--- src/rtl/alu_result_packer.sv ---
// rtl/alu_result_packer.sv - captures ALU result words and streams their bytes LSB-first into the TX FIFO
//
// Ports:
//   CLK        system clock, rising edge
//   RST        synchronous reset, active-high
//   ALU_OUT    ALU result word, valid while OUT_Valid=1
//   OUT_Valid  single-cycle result strobe
//   BYTE_LEN   number of bytes to send minus one, sampled with ALU_OUT
//   FIFO_FULL  TX FIFO full; suppresses writes
//   WR_DATA    byte presented to the FIFO (0 when not sending)
//   WR_INC     FIFO write enable, one byte per high cycle
//   BUSY       high while a result is being sent
//   DONE       pulses in the cycle the last byte of a result is written
//   DROP_CNT   results dropped while busy, saturating at 255

module alu_result_packer #(
    parameter int ALU_WIDTH = 32,
    parameter int NUM_BYTES = ALU_WIDTH / 8,
    parameter int LEN_WIDTH = 2
) (
    input  logic                 CLK,
    input  logic                 RST,
    input  logic [ALU_WIDTH-1:0] ALU_OUT,
    input  logic                 OUT_Valid,
    input  logic [LEN_WIDTH-1:0] BYTE_LEN,
    input  logic                 FIFO_FULL,
    output logic [7:0]           WR_DATA,
    output logic                 WR_INC,
    output logic                 BUSY,
    output logic                 DONE,
    output logic [7:0]           DROP_CNT
);

    localparam logic [0:0] IDLE = 1'b0;
    localparam logic [0:0] SEND = 1'b1;

    // One extra bit so the counter can hold BYTE_LEN+1 at its largest value.
    localparam int CNT_W = LEN_WIDTH + 1;

    logic [0:0]           state;
    logic [ALU_WIDTH-1:0] shift_reg;
    logic [CNT_W-1:0]     byte_cnt;
    logic [7:0]           drop_cnt;

    logic [CNT_W-1:0]     load_cnt;
    logic                 in_send;
    logic                 write;
    logic                 last_write;

    // Requests longer than the word are clamped to a full-word send.
    always_comb begin
        load_cnt = CNT_W'(NUM_BYTES);
        if ({1'b0, BYTE_LEN} < CNT_W'(NUM_BYTES)) begin
            load_cnt = {1'b0, BYTE_LEN} + CNT_W'(1);
        end
    end

    assign in_send    = (state == SEND);
    // Gating with RST keeps the reset cycle write-free even when the
    // state register still says SEND.
    assign write      = in_send & ~FIFO_FULL & ~RST;
    assign last_write = write & (byte_cnt == CNT_W'(1));

    assign WR_INC   = write;
    assign DONE     = last_write;
    assign BUSY     = in_send;
    assign WR_DATA  = in_send ? shift_reg[7:0] : 8'h00;
    assign DROP_CNT = drop_cnt;

    always_ff @(posedge CLK) begin
        if (RST) begin
            state     <= IDLE;
            shift_reg <= '0;
            byte_cnt  <= '0;
            drop_cnt  <= 8'h00;
        end else begin
            case (state)
                IDLE: begin
                    if (OUT_Valid) begin
                        shift_reg <= ALU_OUT;
                        byte_cnt  <= load_cnt;
                        state     <= SEND;
                    end
                end
                SEND: begin
                    if (write) begin
                        shift_reg <= shift_reg >> 8;
                        byte_cnt  <= byte_cnt - CNT_W'(1);
                    end
                    if (last_write) begin
                        // A strobe coinciding with the final write is
                        // accepted directly, giving back-to-back sends.
                        if (OUT_Valid) begin
                            shift_reg <= ALU_OUT;
                            byte_cnt  <= load_cnt;
                        end else begin
                            state <= IDLE;
                        end
                    end else if (OUT_Valid && (drop_cnt != 8'hFF)) begin
                        drop_cnt <= drop_cnt + 8'h01;
                    end
                end
                default: state <= IDLE;
            endcase
        end
    end

endmodule

--- config.mk ---
export PLATFORM = sky130hd
export DESIGN_NAME = alu_result_packer
export DESIGN_NICKNAME = d
export VERILOG_FILES = /design/src/rtl/alu_result_packer.sv
export SDC_FILE = /design/constraint.sdc
export NUM_CORES = 1
export LEC_CHECK = 0
export CAP_MARGIN = 0
export CORE_ASPECT_RATIO = 0.8
export CORE_MARGIN = 5
export CORE_UTILIZATION = 51
export DETAILED_ROUTE_END_ITERATION = 10
export PLACE_DENSITY = 0.94
export SYNTH_ARGS = -nofsm -noshare
export SYNTH_HDL_FRONTEND = slang
export SYNTH_SLANG_ARGS = --single-unit
--- constraint.sdc ---
create_clock -name CLK -period 3.9 [get_ports CLK]
set_input_delay 0.39 -clock CLK [delete_from_list [all_inputs] [get_ports CLK]]
set_output_delay 0.39 -clock CLK [all_outputs]
set_load 0.05 [all_outputs]
Word level (Yosys, flattened, before mapping)
Index checks and enable logic that the tools add are counted.
W data, S select, Z words.
{"block": "op_classes", "mux": 14, "n_eq_ne": 3, "reduce_logical": 2, "add_sub_neg": 3, "bitwise_logic": 7}
{"operator": "$mux W32", "n": 4}
{"operator": "$pmux W32 S2", "n": 1}
{"operator": "$mux W3", "n": 4}
{"operator": "$add A8 B1 Y8 const B", "n": 1}
{"operator": "$mux W8", "n": 1}
{"operator": "$ne A8 B8 Y1 const B", "n": 1}
{"operator": "$pmux W3 S2", "n": 1}
{"operator": "$not A1 Y1", "n": 4}
{"operator": "$add A2 B1 Y3 const B", "n": 1}
{"operator": "$and A1 B1 Y1", "n": 3}
{"operator": "$eq A3 B1 Y1 const B", "n": 1}
{"operator": "$reduce_and A3 Y1", "n": 1}
{"operator": "$sub A3 B1 Y3 const B", "n": 1}
{"operator": "$mux W1", "n": 2}
{"operator": "$ne A2 B2 Y1 const B", "n": 1}
{"operator": "$pmux W1 S2", "n": 1}
{"operator": "$logic_and A1 B1 Y1", "n": 1}
{"block": "word_totals", "input_bits": 38, "wordCells": 33, "reg_bits": 44}

Depth between registers and ports, before layout
Gate-level depths: netlist of run 1.
{"block": "logic_depth", "ltp_word": 7, "depth_mapped": 7}

Worst setup path after synthesis of run 1
Ideal clock, no wire load.
{"block": "synth_timing", "path_kind": "register to output", "from": "reg state, in the netlist BUSY", "to": "out DONE", "stages_incl_launch_ff": 3, "t_arrival_ns": 2.100, "path_buffers": 0, "slack_ns": 1.410, "required_ns": 3.510, "path_cell_list": "dfxtp_1 > nor3b_2 > and3b_1"}
{"block": "synth_between", "elab_chain_cells": 3}
{"element": "start: declaration", "line": "40", "source": "logic [0:0] state;"}
{"element": "start signal: assignment", "line": "72", "source": "state <= IDLE;"}
{"element": "start signal: assignment", "line": "82", "source": "state <= SEND;"}
{"element": "start signal: assignment", "line": "97", "source": "state <= IDLE;"}
{"element": "$and A1 B1 Y1 (2 in a row)", "line": "61", "source": "assign write = in_send & ~FIFO_FULL & ~RST;"}
{"element": "net WR_INC", "line": "28", "source": "output logic WR_INC,"}
{"element": "$and A1 B1 Y1", "line": "62", "source": "assign last_write = write & (byte_cnt == CNT_W'(1));"}
{"element": "end: declaration", "line": "30", "source": "output logic DONE,"}
The timed path passes the listed nets, and every way through them passes these cells.

Final worst setup path of run 1
{"block": "layout_timing", "from": "in RST", "to": "out DONE"}
{"block": "layout_between", "elab_chain_cells": 3}
{"element": "start: declaration", "line": "22", "source": "input logic RST,"}
{"element": "$not A1 Y1", "line": "61"}
{"element": "$and A1 B1 Y1", "line": "61"}
{"element": "$and A1 B1 Y1", "line": "62"}
Every way passes these cells.

==> results.py, run 1 <==
metrics = {
    "synthesis": {
        "synth.most_common_cell": "dfxtp_1",
        "synth_nets": 240,
        "ys.flop_type": "dfxtp_1",
        "synth_commonest_cells": "dfxtp_1, a22o_1, a21o_1",
        "synth_warnings": 0,
        "synthCells": 198,
        "ys_seq_elements": 44,
        "synthDistinctLibCells": 40,
        "synth_area_um2": 1990,
        "yosys.area.top_type": "dfxtp_1",
        "syn_area_per_cell_um2": 10.1,
        "synth-edff-count": 0,
        "yosysSeqAreaShare_pct": 44.2,
        "netlist.area_leader.share_pct": 44.2,
        "synth_area_leaders": "dfxtp_1, a22o_1, a21o_1",
        "synth-async-reset-ratio_pct": 0,
    },
    "cts": {
        "cts_hold_buffers": 0,
        "cts_resized": 0,
        "clk_latency_ns": 0.29,
        "cts_setup_buffers": 0,
        "cts_tree": "yes",
        "numCtsBuffers": 5,
        "clock-sinks": 44,
        "clkTransAtPathRegs_ns": 0.07,
        "htreeDepth": 2,
        "root_buffer": "clkbuf_8",
        "clk_path_buf_depth": 2,
    },
    "sta": {
        "fin_crit_sh_pct": 69.6,
        "worst_slack_ns": 1.19,
        "fin_skew_ns": 0.00883,
        "slew_headroom_pct": 20.8,
        "max_freq_mhz": 369,
        "tns_ns": 0,
        "worst_pin_slew_ns": 1.19,
        "hold-worst-slack_ns": 0.482,
        "setup_viol": 0,
        "hold_violations": 0,
        "fin_crit_ns": 2.71,
        "rsz0062_at_grt": "no",
        "slew_violations": 0,
    },
    "floorplan": {
        "die_area_um2": 5270,
        "io_pins": 57,
        "std_cell_rows": 20,
        "start_util_pct": 52.8,
        "coreArea_um2": 3780,
        "die_x_um": 79.9,
        "fp.dieH_um": 65.9,
    },
    "final_layout": {
        "antenna_cells": 0,
        "drive_above_1_share_pct": 7.60,
        "n_fill_cell": 288,
        "stdcell_area_um2": 2680,
        "multiInputGateArea_um2": 1050,
        "nNetsFinal": 291,
        "regArea_um2": 881,
        "largest_register_ffs": 32,
        "area_growth_pct": 34.4,
    },
    "critical_path": {
        "cp.arrival_ns": 2.32,
        "worst-path-buf-inv": 3,
        "worst_path_dominant_cell_family": "buffers and inverters",
        "startpoint_type": "input pin",
        "cp.depth": 5,
        "crit_type": "in2out",
        "cpMaxStageDelayCell": "clkdlybuf4s50_1",
        "r2r_cells": 4,
        "end_kind": "output pin",
        "slowest_delay_ns": 0.80,
        "crit_chain": "clkdlybuf4s50_1 -> buf_4 -> nor3b_2 -> and3b_1 -> clkdlybuf4s50_1",
        "cp_max_fo": 21,
        "cp_common_cell": "clkdlybuf4s50_1",
        "required_ns": 3.51,
    },
    "routing": {
        "wl_per_cell_um": 15.5,
        "ant_nets": 0,
        "drc": 0,
        "dr.pass1.iters": 4,
        "wirelength_um": 4720,
        "vias_per_cell": 5.68,
        "num_vias": 1731,
        "drtIter0Drc": 196,
    },
    "power": {
        "power_density_nw_per_um2": 353,
        "ir_worst_vdd_uv": 241,
        "leakagePower_nw": 1.18,
    },
    "global_route": {
        "grt_pass1_wl_um": 7700,
        "grt-busiest-layer": "met2",
        "grt_pass1_vias": 1668,
        "met2_usage_pct": 29.4,
        "grt.met3_usage_pct": 3.81,
        "grtUsageMet1_pct": 24.5,
        "gr-usage-all-layers_pct": 18.7,
        "grt_max_degree": 33,
        "overflow": 0,
        "antenna_found_initial": 0,
    },
    "place": {
        "pre_cts_slack_ns": 1.21,
        "dpl_cell_area_um2": 2590,
        "gp_congestion": 0.836,
        "dpl.hpwl_um": 3360,
        "port_buffers": 56,
    },
    "worst_hold_path": {
        "hold_class": "reg2reg",
        "hold_depth": 1,
    },
    "flow_run": {
        "drv_cap": 0,
    },
    "run_status": {
        "outcome": "completed",
    },
}
[report_power, final]
| group | switching [mW] | leakage, nW | internal, mW |
|---|---|---|---|
| Clock | 0.148 | 0.0510 | 0.141 |
| Combinational | 0.0745 | 0.773 | 0.0844 |
| Sequential | 0.0215 | 0.361 | 0.477 |
[through the flow]
stage / total power, mW / cells / util [%]
CTS: 0.950 / 305 / 71.0
global placement: 0.661 / 297 / 68.5
floorplan: 0.596 / 198 / -
global route: 0.993 / 305 / 71.0
finish: 0.947 / 305 / 71.0
detailed placement: 0.667 / 297 / 68.5
[worst reg2reg max path, stage by stage, from the launching register on]
cell,delay (ns)
dfxtp_1,0.64
nor3b_2,0.38
o21a_1,0.74
a22o_1,0.26
a21o_1,0.08
[routing by layer]
metal | wire length, µm | vias to the layer above
li1 | - | 842
met1 | 2170 | 833
met2 | 2230 | 47
met3 | 230 | 9
met4 | 82 | 0
met5 | 0 | -
[placed cells by master, fill, tap and decap left out, drive strengths merged, types with 6 or more instances in the layout]
cell type,n
nor2,7
clkbuf,6
and2,8
a21oi,9
a22o,32
clkdlybuf4s50,56
dfxtp,44
a21o,25
[worst paths after layout]
| kind | startpoint | endpoint | slack (ns) |
|---|---|---|---|
| worst max-delay path | RST | DONE | 1.19 |
| worst min-delay path | shift_reg[29]$_SDFFE_PP0P_ | shift_reg[29]$_SDFFE_PP0P_ | 0.48 |
| worst max register to register | BUSY$_SDFF_PP0_ | shift_reg[5]$_SDFFE_PP0P_ | 1.75 |
| worst min register to register | shift_reg[29]$_SDFFE_PP0P_ | shift_reg[29]$_SDFFE_PP0P_ | 0.48 |
[logic make-up after synthesis]
group | count (synthesis) | share of synthesized area (%)
AOI/OAI and AO/OA | 84 | 33.1
DFF | 44 | 44.2
and+or+nand+nor | 43 | 13.9
buffers and inverters | 18 | 3.89
adders and majority gates | 4 | 2.51
muxes | 3 | 1.57
xor gates and xnor gates | 2 | 0.878
[cell type report]
class	instances	share of cell area, %
Clock buffer	6	3.08
Clock inverter	2	0.373
Inverter	4	0.560
Multi-Input combinational cell	136	39.1
Sequential cell	44	32.9
Tap cell	55	2.57
Timing Repair Buffer	58	21.5
Power figures use the tool's default switching activity.
==> run 2, diff against run 1 <==
Settings changed: CORE_UTILIZATION 51 to 47, PLACE_DENSITY 0.94 to 0.88.
Clock period 3.9 ns to 2.5 ns, I/O delays scaled along.
==> results.py, run 2 (synthesis results as in run 1) <==
metrics = {
    "run_status": {
        "outcome": "completed",
    },
    "global_route": {
        "antenna_found_initial": 0,
        "gr-usage-all-layers_pct": 16.5,
        "overflow": 0,
        "grt_pass1_vias": 1595,
        "grt_pass1_wl_um": 7530,
        "grt_max_degree": 33,
    },
    "place": {
        "gp_congestion": 0.876,
        "dpl_cell_area_um2": 2640,
        "dpl.hpwl_um": 3380,
        "port_buffers": 56,
    },
    "routing": {
        "vias_per_cell": 5.73,
        "dr.pass1.iters": 4,
        "drtIter0Drc": 128,
        "drc": 0,
        "wirelength_um": 4800,
        "num_vias": 1783,
        "ant_nets": 0,
        "wl_per_cell_um": 15.4,
    },
    "floorplan": {
        "die_x_um": 82.8,
        "die_area_um2": 5650,
        "io_pins": 57,
        "coreArea_um2": 4150,
        "start_util_pct": 48.0,
        "fp.dieH_um": 68.3,
        "std_cell_rows": 21,
    },
    "cts": {
        "clk_latency_ns": 0.30,
        "numCtsBuffers": 5,
        "clock-sinks": 44,
        "cts_hold_buffers": 0,
        "cts_resized": 0,
        "cts_setup_buffers": 0,
        "htreeDepth": 2,
        "clk_path_buf_depth": 2,
        "root_buffer": "clkbuf_8",
        "clkTransAtPathRegs_ns": 0.09,
        "cts_tree": "yes",
    },
    "power": {
        "ir_worst_vdd_uv": 380,
        "power_density_nw_per_um2": 543,
        "leakagePower_nw": 1.20,
    },
    "critical_path": {
        "end_kind": "output pin",
        "r2r_slack_ns": 0.37,
        "r2r_end": "shift_reg[30]$_SDFFE_PP0P_",
        "startpoint_type": "flip-flop",
        "cp.depth": 2,
        "slowest_delay_ns": 0.80,
        "cp.arrival_ns": 1.94,
        "worst_path_dominant_cell_family": "buffers and inverters",
        "cp_max_fo": 16,
        "crit_chain": "and2_1 -> clkdlybuf4s50_1",
        "timing.rr.start": "byte_cnt[1]$_SDFFE_PP0P_",
        "worst-path-buf-inv": 1,
        "required_ns": 2.25,
        "cpMaxStageDelayCell": "clkdlybuf4s50_1",
        "crit_type": "reg2out",
        "r2r_cells": 5,
    },
    "final_layout": {
        "drive_above_1_share_pct": 9.84,
        "stdcell_area_um2": 2730,
        "area_growth_pct": 37.1,
        "largest_register_ffs": 32,
        "layout_common_cells": "clkdlybuf4s50_1, dfxtp_1, a22o_1, a21o_1, a21oi_1",
        "regArea_um2": 881,
        "nNetsFinal": 295,
        "final_common_cell": "clkdlybuf4s50_1",
        "multiInputGateArea_um2": 1050,
        "n_fill_cell": 346,
        "antenna_cells": 0,
    },
    "sta": {
        "hold_violations": 0,
        "fin_crit_ns": 2.19,
        "max_freq_mhz": 457,
        "fin_crit_sh_pct": 87.5,
        "rsz0062_at_grt": "no",
        "fin_skew_ns": 0.00880,
        "slew_violations": 0,
        "worst_pin_slew_ns": 1.17,
        "tns_ns": 0,
        "hold-worst-slack_ns": 0.485,
        "setup_viol": 0,
        "slew_headroom_pct": 22.0,
    },
    "worst_hold_path": {
        "hold_start": "shift_reg[25]$_SDFFE_PP0P_",
        "hold_class": "reg2reg",
        "min_to": "shift_reg[25]$_SDFFE_PP0P_",
        "hold_depth": 1,
    },
    "flow_run": {
        "drv_cap": 0,
    },
}
## run 2: stage by stage
step / utilization, % / power (mW) / setup WS [ns] / cells
floorplan: - / 0.930 / 0.150 / 198
global placement: 63.6 / 1.04 / 0.265 / 303
detailed placement: 63.6 / 1.05 / 0.228 / 303
CTS: 65.9 / 1.49 / 0.296 / 311
global route: 65.9 / 1.55 / 0.124 / 311
finish: 65.9 / 1.49 / 0.313 / 311
## run 2: area by class of cell
class	count	share of cell area [%]
clock buffers	5	2.52
clock inverters	3	0.870
inverters	4	0.549
multi-input cells	136	38.4
flip-flops and latches	44	32.2
well taps	57	2.61
repair buffers	62	22.9
## run 2: per-layer routing
metal / share of wire, % / vias to the layer above / track usage, %
met3: 5.1 / 10 / 3.37
met4: 2.1 / 0 / 9.18
met1: 44 / 847 / 20.7
met5: 0 / - / 0
li1: - / 857 / -
met2: 49 / 69 / 27.1
## run 2: power by group
part | switching (mW) | internal, mW
registers | 0.0335 | 0.744
logic | 0.118 | 0.138
clock network | 0.254 | 0.198
total | 0.406 | 1.08
## run 2: worst max-delay path by stage
stage,start,end,slack (ns)
detailed placement,RST,shift_reg[24]$_SDFFE_PP0P_,0.23
CTS,BUSY$_SDFF_PP0_,WR_DATA[5],0.30
global route,byte_cnt[1]$_SDFFE_PP0P_,shift_reg[30]$_SDFFE_PP0P_,0.12
floorplan,BUSY$_SDFF_PP0_,DONE,0.15
finish,BUSY$_SDFF_PP0_,WR_DATA[5],0.31
global placement,RST,shift_reg[30]$_SDFFE_PP0P_,0.26
